--- src/rtl/store_split_sequencer.sv ---
//============================================================================
// Module   : store_split_sequencer
// Purpose  : Turns one byte-masked LSU store into one or two word-aligned
//            bus write beats. A store that straddles a word boundary is
//            split into two consecutive beats, lower word first.
// Ports    : clk, resetn (async, active low)
//            ReqValid/ReqReady/ReqSize/ReqAdr/ReqData  - store request
//            BusValid/BusReady/BusAdr/BusWData/BusByteMask - bus write beat
//            StoreDone  - pulse after the last beat of a store is accepted
//            StoreFault - pulse for a rejected crossing store
// Options  : STORE_MISALIGN_FAULT_EN - crossing stores are faulted instead
//            of split; without it StoreFault is tied to 0.
// Revision : 1.0 - initial release
//============================================================================
`default_nettype none

module store_split_sequencer #(
    parameter int WORDLEN = 64,
    parameter int ADRLEN  = 32
) (
    input  logic                 clk,
    input  logic                 resetn,
    input  logic                 ReqValid,
    output logic                 ReqReady,
    input  logic [2:0]           ReqSize,
    input  logic [ADRLEN-1:0]    ReqAdr,
    input  logic [WORDLEN-1:0]   ReqData,
    output logic                 BusValid,
    input  logic                 BusReady,
    output logic [ADRLEN-1:0]    BusAdr,
    output logic [WORDLEN-1:0]   BusWData,
    output logic [WORDLEN/8-1:0] BusByteMask,
    output logic                 StoreDone,
    output logic                 StoreFault
);

    localparam int c_NB = WORDLEN / 8;
    localparam int c_OW = $clog2(c_NB);

    localparam logic [2:0]          c_MAXSZ  = 3'(c_OW);
    localparam logic [c_OW+1:0]     c_ONE_SZ = 1;
    localparam logic [2*c_NB-1:0]   c_ONE_M2 = 1;
    localparam logic [ADRLEN-1:0]   c_STEP   = ADRLEN'(c_NB);

    typedef enum logic [1:0] {
        IDLE  = 2'd0,
        BEAT0 = 2'd1,
        BEAT1 = 2'd2
    } state_t;

    state_t r_state;
    state_t w_state_nxt;

    // Request decode
    logic [2:0]           w_esize;
    logic [c_OW+1:0]      w_nbytes;
    logic [2*c_NB-1:0]    w_lowm;
    logic [c_OW-1:0]      w_ofs;
    logic [2*c_NB-1:0]    w_mask2;
    logic [WORDLEN-1:0]   w_data_m;
    logic [2*WORDLEN-1:0] w_data2;
    logic [ADRLEN-1:0]    w_word_adr;
    logic                 w_cross;

    // Control strobes
    logic w_accept;
    logic w_load_hi;
    logic w_done;
    logic w_fault_now;

    // Registered state
    logic                 r_bus_valid;
    logic [ADRLEN-1:0]    r_bus_adr;
    logic [WORDLEN-1:0]   r_bus_wdata;
    logic [c_NB-1:0]      r_bus_mask;
    logic [WORDLEN-1:0]   r_hi_data;
    logic [c_NB-1:0]      r_hi_mask;
    logic                 r_cross;
    logic                 r_done;

    // Sizes above one word saturate to a full word
    assign w_esize    = (ReqSize > c_MAXSZ) ? c_MAXSZ : ReqSize;
    assign w_nbytes   = c_ONE_SZ << w_esize;
    assign w_lowm     = (c_ONE_M2 << w_nbytes) - c_ONE_M2;
    assign w_ofs      = ReqAdr[c_OW-1:0];
    assign w_mask2    = w_lowm << w_ofs;
    assign w_word_adr = {ReqAdr[ADRLEN-1:c_OW], {c_OW{1'b0}}};
    assign w_cross    = |w_mask2[2*c_NB-1:c_NB];

    // Zero the bytes above the access size before shifting so that
    // disabled lanes always carry zero data.
    for (genvar i = 0; i < c_NB; i++) begin : g_lane
        assign w_data_m[8*i +: 8] = w_lowm[i] ? ReqData[8*i +: 8] : 8'h00;
    end

    assign w_data2  = {{WORDLEN{1'b0}}, w_data_m} << {w_ofs, 3'b000};
    assign w_accept = ReqValid && (r_state == IDLE);

`ifdef STORE_MISALIGN_FAULT_EN
    assign w_fault_now = w_accept && w_cross;
`else
    assign w_fault_now = 1'b0;
`endif

    // State register
    always_ff @(posedge clk or negedge resetn) begin
        if (!resetn) begin
            r_state <= IDLE;
        end else begin
            r_state <= w_state_nxt;
        end
    end

    // Next state and control strobes
    always_comb begin
        w_state_nxt = r_state;
        w_load_hi   = 1'b0;
        w_done      = 1'b0;
        case (r_state)
            IDLE: begin
                if (ReqValid) begin
                    w_state_nxt = BEAT0;
                end
            end
            BEAT0: begin
`ifdef STORE_MISALIGN_FAULT_EN
                // Faulted store: no beat was presented, done/fault were
                // already registered at accept, just return to IDLE.
                if (r_cross) begin
                    w_state_nxt = IDLE;
                end else
`endif
                if (BusReady) begin
                    if (r_cross) begin
                        w_state_nxt = BEAT1;
                        w_load_hi   = 1'b1;
                    end else begin
                        w_state_nxt = IDLE;
                        w_done      = 1'b1;
                    end
                end
            end
            BEAT1: begin
                if (BusReady) begin
                    w_state_nxt = IDLE;
                    w_done      = 1'b1;
                end
            end
            default: begin
                w_state_nxt = IDLE;
            end
        endcase
    end

    // Bus beat registers; the upper half is parked until beat 1 starts
    always_ff @(posedge clk or negedge resetn) begin
        if (!resetn) begin
            r_bus_valid <= 1'b0;
            r_bus_adr   <= '0;
            r_bus_wdata <= '0;
            r_bus_mask  <= '0;
            r_hi_data   <= '0;
            r_hi_mask   <= '0;
            r_cross     <= 1'b0;
            r_done      <= 1'b0;
        end else begin
            r_done <= w_done || w_fault_now;
            if (w_accept) begin
                r_bus_valid <= !w_fault_now;
                r_bus_adr   <= w_word_adr;
                r_bus_mask  <= w_mask2[c_NB-1:0];
                r_bus_wdata <= w_data2[WORDLEN-1:0];
                r_hi_mask   <= w_mask2[2*c_NB-1:c_NB];
                r_hi_data   <= w_data2[2*WORDLEN-1:WORDLEN];
                r_cross     <= w_cross;
            end else if (w_load_hi) begin
                r_bus_adr   <= r_bus_adr + c_STEP;
                r_bus_mask  <= r_hi_mask;
                r_bus_wdata <= r_hi_data;
            end else if (w_done) begin
                r_bus_valid <= 1'b0;
            end
        end
    end

`ifdef STORE_MISALIGN_FAULT_EN
    logic r_fault;

    always_ff @(posedge clk or negedge resetn) begin
        if (!resetn) begin
            r_fault <= 1'b0;
        end else begin
            r_fault <= w_fault_now;
        end
    end

    assign StoreFault = r_fault;
`else
    assign StoreFault = 1'b0;
`endif

    assign ReqReady    = (r_state == IDLE);
    assign BusValid    = r_bus_valid;
    assign BusAdr      = r_bus_adr;
    assign BusWData    = r_bus_wdata;
    assign BusByteMask = r_bus_mask;
    assign StoreDone   = r_done;

endmodule

`default_nettype wire
--- config.mk ---
export PLATFORM = sky130hd
export DESIGN_NAME = store_split_sequencer
export DESIGN_NICKNAME = d
export VERILOG_FILES = /design/src/rtl/store_split_sequencer.sv
export SDC_FILE = /design/constraint.sdc
export NUM_CORES = 1
export LEC_CHECK = 0
export CAP_MARGIN = 20
export CORE_MARGIN = 3
export CORE_UTILIZATION = 52
export DETAILED_ROUTE_END_ITERATION = 12
export PLACE_DENSITY = 0.81
export SLEW_MARGIN = 20
export SYNTH_ARGS = -nofsm -noshare
export SYNTH_HDL_FRONTEND = slang
export SYNTH_SLANG_ARGS = --single-unit
--- constraint.sdc ---
create_clock -name clk -period 2.4 [get_ports clk]
set_input_delay 0.36 -clock clk [delete_from_list [all_inputs] [get_ports clk]]
set_output_delay 0.36 -clock clk [all_outputs]
set_load 0.01 [all_outputs]
==> Yosys cells after proc, flatten, opt, wreduce, memory -nomap -nowiden <==
Cells that the tools add are included.
W data, S select, Z words.
{ "totals": {"register_bits": 181, "output_inout_bits": 108, "word_cells": 59} }
{ "op_classes": {"add_sub_neg": 2, "order_cmp": 1, "eq_ne": 6, "shifts": 4, "mux": 30, "reduce_logical": 7} }
{ "op_table": {"columns": ["operator", "n"], "rows": [
  ["$mux W64", 2],
  ["$shl A64 B6 Y128", 1],
  ["$mux W8", 10],
  ["$mux W32", 2],
  ["$add A32 B4 Y32 const B", 1],
  ["$shl A1 B5 Y16 const A", 1],
  ["$shl A16 B3 Y16", 1],
  ["$sub A16 B1 Y16 const B", 1],
  ["$mux W1", 9],
  ["$mux W2", 4],
  ["$ne A2 B2 Y1 const B", 4],
  ["$reduce_or A8 Y1", 1],
  ["$pmux W2 S3", 1],
  ["$shl A1 B3 Y5 const A", 1],
  ["$reduce_bool A2 Y1", 2],
  ["$gt A3 B2 Y1 const B", 1],
  ["$mux W3", 1],
  ["$reduce_and A3 Y1", 1],
  ["$eq A2 B1 Y1 const B", 1],
  ["$eq A2 B2 Y1 const B", 1],
  ["$logic_not A2 Y1", 1],
  ["$pmux W1 S2", 1],
  ["$reduce_and A2 Y1", 1],
  ["$logic_and A1 B1 Y1", 1]
]} }

==> Logic depth before layout (Yosys ltp) <==
{ "logic_depth": {"ltp_word": 8, "depth_mapped": 10} }

==> Worst setup path before layout <==
No wires, ideal clock.
{ "synth_timing": {"path_type": "input to register", "startpoint": "in ReqSize[1]", "endpoint": "reg r_bus_wdata[48] (netlist: BusWData[48])", "setup_ps": 120, "t_arrival_ps": 2547, "required_time_ps": 2280, "path_slack_ps": -268, "stages": 10, "cell_sequence": "buf_2 -> clkbuf_1 -> or3_1 -> ha_1 -> buf_2 -> or3b_2 -> clkbuf_1 -> a211oi_1 -> a2111o_1 -> a31o_2"} }
{ "synth_between": {"elab_chain_cells": 8} }
{ "synth_lines": {"columns": ["item", "line_no", "rtl"], "rows": [
  ["start: declaration", "25", "input logic [2:0] ReqSize,"],
  ["$gt A3 B2 Y1", "82", "assign w_esize = (ReqSize > c_MAXSZ) ? c_MAXSZ : ReqSize;"],
  ["$mux W3 *", "82", null],
  ["$shl A1 B3 Y5 *", "83", "assign w_nbytes = c_ONE_SZ << w_esize;"],
  ["$shl A1 B5 Y16 *", "84", "assign w_lowm = (c_ONE_M2 << w_nbytes) - c_ONE_M2;"],
  ["$sub A16 B1 Y16 *", "84", null],
  ["$mux W8", "93", "assign w_data_m[8*i +: 8] = w_lowm[i] ? ReqData[8*i +: 8] : 8'h00;"],
  ["$shl A64 B6 Y128 *", "96", "assign w_data2 = {{WORDLEN{1'b0}}, w_data_m} << {w_ofs, 3'b000};"],
  ["$mux W64 *", "168", "if (w_accept) begin"],
  ["end signal: assignment", "172", "r_bus_wdata <= w_data2[WORDLEN-1:0];"],
  ["end signal: assignment", "179", "r_bus_wdata <= r_hi_data;"],
  ["end: declaration", "74", "logic [WORDLEN-1:0] r_bus_wdata;"]
]} }
Every way passes the cells marked *; elsewhere a longest branch is shown, timed or not.
A chain may end at the register's enable or synchronous reset.

==> Worst setup path in the final report <==
{ "layout_timing": {"startpoint": "in ReqSize[1]", "endpoint": "reg r_bus_wdata[55] (netlist: BusWData[55])"} }
Same word-level chain as after synthesis.

==> results.ini <==
[status]
status=finished clean

[sta]
relSlewSlack_pct=46.3
setup_violations=0
post-route-period-util_pct=96.5
finalHoldViolCount=0
worst_pin_slew_ps=798
period_minus_slack_ps=2310
fin_worst_skew_ps=11.9
fin_tns_setup_ps=0
rsz0062_at_grt=false
finalMaxSlewViolations=0
fmax_mhz=432

[synthesis]
ys_warn_count=0
async_reset_ff_share_pct=100
yosysSeqAreaShare_pct=41.9
ys_dominant_reg_cell=dfrtp_1
syn_area_per_cell_um2=8.57
synth_cell_types=60
synth_seq_cells=170
syn_area_um2=10200
syn_inst=1186
synth_edf_count=0

[worst_setup_path]
rr_worst_depth=7
crit_arrival_ps=2630
cpMaxStageDelayCell=clkdlybuf4s50_1
r2r_end=BusAdr[19]
crit_fanout=9
path_class=primary input to flip-flop
required_ps=2720
critPathLaunchType=primary input
crit_chain=clkdlybuf4s50_1, or3_4, ha_2, buf_4, or3b_2, a211oi_1, a2111o_1, a31o_2
r2r-start=r_state[1]
worst_setup_path_end_kind=flip-flop
r2r_setup_slack_ps=200
critical_path.max_stage_delay_ps=480

[final_layout]
final_cell_mix=clkdlybuf4s50_1, dfrtp_1, nand2_1
nFillCells=1479
drive_gt1_share_pct=10.9
regArea_um2=4250
diodes=0
multi_input_area_um2=5440
nets=1503
final_common_cell=clkdlybuf4s50_1
areaGrowthSynthToFinish_pct=32.9

[place]
routabilityCongestion=0.967
io_buffers=206
dp_hpwl_um=27700

[cts]
clkLatencyLatePin_ps=440
clock_sinks=170
cts_max_level=4
numCtsBuffers=17
clk_pin_slew_ps=70
cts_max_path_buffers=2
post_cts_buffers=0
root_buffer=clkbuf_16
cts_tree=done

[run]
max_cap_viol_count=0

[floorplan]
die_w_um=146
dieHeight_um=146
fp.coreArea_um2=19000
initial_core_util_pct=53.6
num_rows=50
num_io_pins=211
dieArea_um2=21300

[power_and_ir_drop]
switching_share_pct=39.0
seqPwrFrac_pct=34.8
clkPwrFrac_pct=18.6
cellInternalPower_w=0.00886
power_frac_comb_pct=46.6
ir_drop_mv=0.585
finalPower_w=0.0145
p_switching_w=0.00568
pwr_density_cell_nw_per_um2=1080
leakage_nw=5.56

[grt]
grt_remaining_overflow=0
antenna_found_initial=0
grt_pass1_wl_um=58200
grt_usage_pct=34.6
grt_start_max_net_pins=81
grt_pass1_vias=10024

[drt]
drc=0
final_antenna_net_count=0
firstDrtPassIters=6
post_drt_wl_per_cell_um=22.8
routed_wl_um=38100
vias=10817
dr.first_iter.drc_count=1375
drt-vias-per-instance=6.49

[worst_hold_path]
hold_path_class=primary input to asynchronous set/reset pin

worst max path at each step:
| stage | startpoint | end | slack [ps] | cells past startpoint |
|---|---|---|---|---|
| after CTS | ReqSize[1] | BusWData[63] | 50 | 7 |
| after floorplan | ReqSize[0] | BusWData[32] | -10 | 9 |
| after global routing | ReqSize[1] | BusWData[62] | 30 | 7 |
| after detailed placement | ReqSize[1] | BusWData[61] | -460 | 7 |
| final | ReqSize[1] | BusWData[55] | 90 | 8 |
| after global placement | ReqSize[1] | r_hi_data[9] | -730 | 8 |
Yosys cell counts, types with 9 or more instances:
| cell | number | area share, % |
|---|---|---|
| a21oi_1 | 65 | 3.2 |
| nor3_1 | 22 | 1.1 |
| o221ai_1 | 16 | 1.4 |
| a22o_1 | 25 | 2.2 |
| mux2i_1 | 44 | 4.3 |
| nor2b_1 | 11 | 0.68 |
| clkbuf_1 | 74 | 2.7 |
| and4_1 | 10 | 0.86 |
| o31ai_1 | 12 | 0.89 |
| a211oi_1 | 19 | 1.4 |
| nand3_1 | 20 | 0.98 |
| or3_1 | 11 | 0.68 |
| o22ai_1 | 27 | 1.7 |
| nor2_1 | 78 | 2.9 |
| or4_1 | 20 | 1.5 |
| o21ai_0 | 129 | 6.4 |
| nor4_1 | 11 | 0.68 |
| a221oi_1 | 9 | 0.78 |
| and3_1 | 16 | 0.98 |
| o22a_1 | 10 | 0.86 |
| a22oi_1 | 16 | 1.2 |
| a31oi_1 | 39 | 2.4 |
| inv_1 | 16 | 0.59 |
| buf_2 | 25 | 1.2 |
| dfrtp_1 | 170 | 42 |
| nand2b_1 | 26 | 1.6 |
| nand2_1 | 148 | 5.5 |
| nor3b_1 | 10 | 0.74 |
| a31o_2 | 9 | 0.78 |
state kept, by name, summed over array words and instances, names as in the netlist:
register	count
r_hi_data	56
BusValid	1
r_cross	1
BusByteMask	8
StoreDone	1
BusAdr	29
BusWData	64
r_hi_mask	8
r_state	2
per-layer routing:
metal / routed length, um / track usage, % / vias to the layer above
met5: 0 / 0 / -
met2: 16300 / 50.7 / 716
met4: 1340 / 11.5 / 0
met1: 15800 / 49.7 / 5170
met3: 4660 / 9.69 / 103
li1: - / - / 4828
metrics by stage:
step | instances | cell area, um^2 | util (%) | hold slack (ps) | setup WS, ps
floorplan | 1189 | 10200 | - | 64.4 | -11.6
detailed placement | 1635 | 12900 | 68.2 | 315 | -455
global placement | 1634 | 12900 | 68.1 | 309 | -731
finish | 1667 | 13500 | 71.3 | 416 | 85.1
global route | 1667 | 13500 | 71.3 | 462 | 27.8
CTS | 1667 | 13500 | 71.2 | 436 | 53.0
final cells by class:
class | instances | area share (%)
multi-input cells | 893 | 40.3
clock buffers | 19 | 3.28
well taps | 260 | 2.41
flip-flops and latches | 170 | 31.5
clock inverters | 12 | 0.871
inverters | 17 | 0.472
repair buffers | 296 | 21.2
cells by family after synthesis:
logic type	after synthesis	synth area share, %
AO/OA/AOI/OAI	420	27.0
flip-flops	170	41.9
other	2	0.0739
multiplexers	44	4.33
AND/OR/NAND/NOR	408	19.8
buffers and inverters	126	5.22
adder cells (fa/ha/maj)	5	0.616
XOR/XNOR	11	1.02
critical path: cells and delay by family:
family	cells	cell delay, ps
and+or+nand+nor	2	730
AOI/OAI and AO/OA	3	700
buffers and inverters	2	640
adders and majority gates	1	190
power by group through the flow:
stage / logic [W] / clock network (W) / registers, W
4_1_cts: 0.00674 / 0.00271 / 0.00504
3_3_place_gp: 0.00654 / 0 / 0.00502
2_1_floorplan: 0.00315 / 0 / 0.00524
3_5_place_dp: 0.00668 / 0 / 0.00508
6_report: 0.00678 / 0.00270 / 0.00506
5_1_grt: 0.00735 / 0.00283 / 0.00521
repair_timing:
item                                    in CTS  in global routing
cloned                                       0                  0
endpoints found under the setup margin       1                  4
hold endpoints to repair                    41                  0
resized for setup                            1                  4
hold buffers                                 1                  0
No activity file was read; power rests on OpenSTA's default activity.
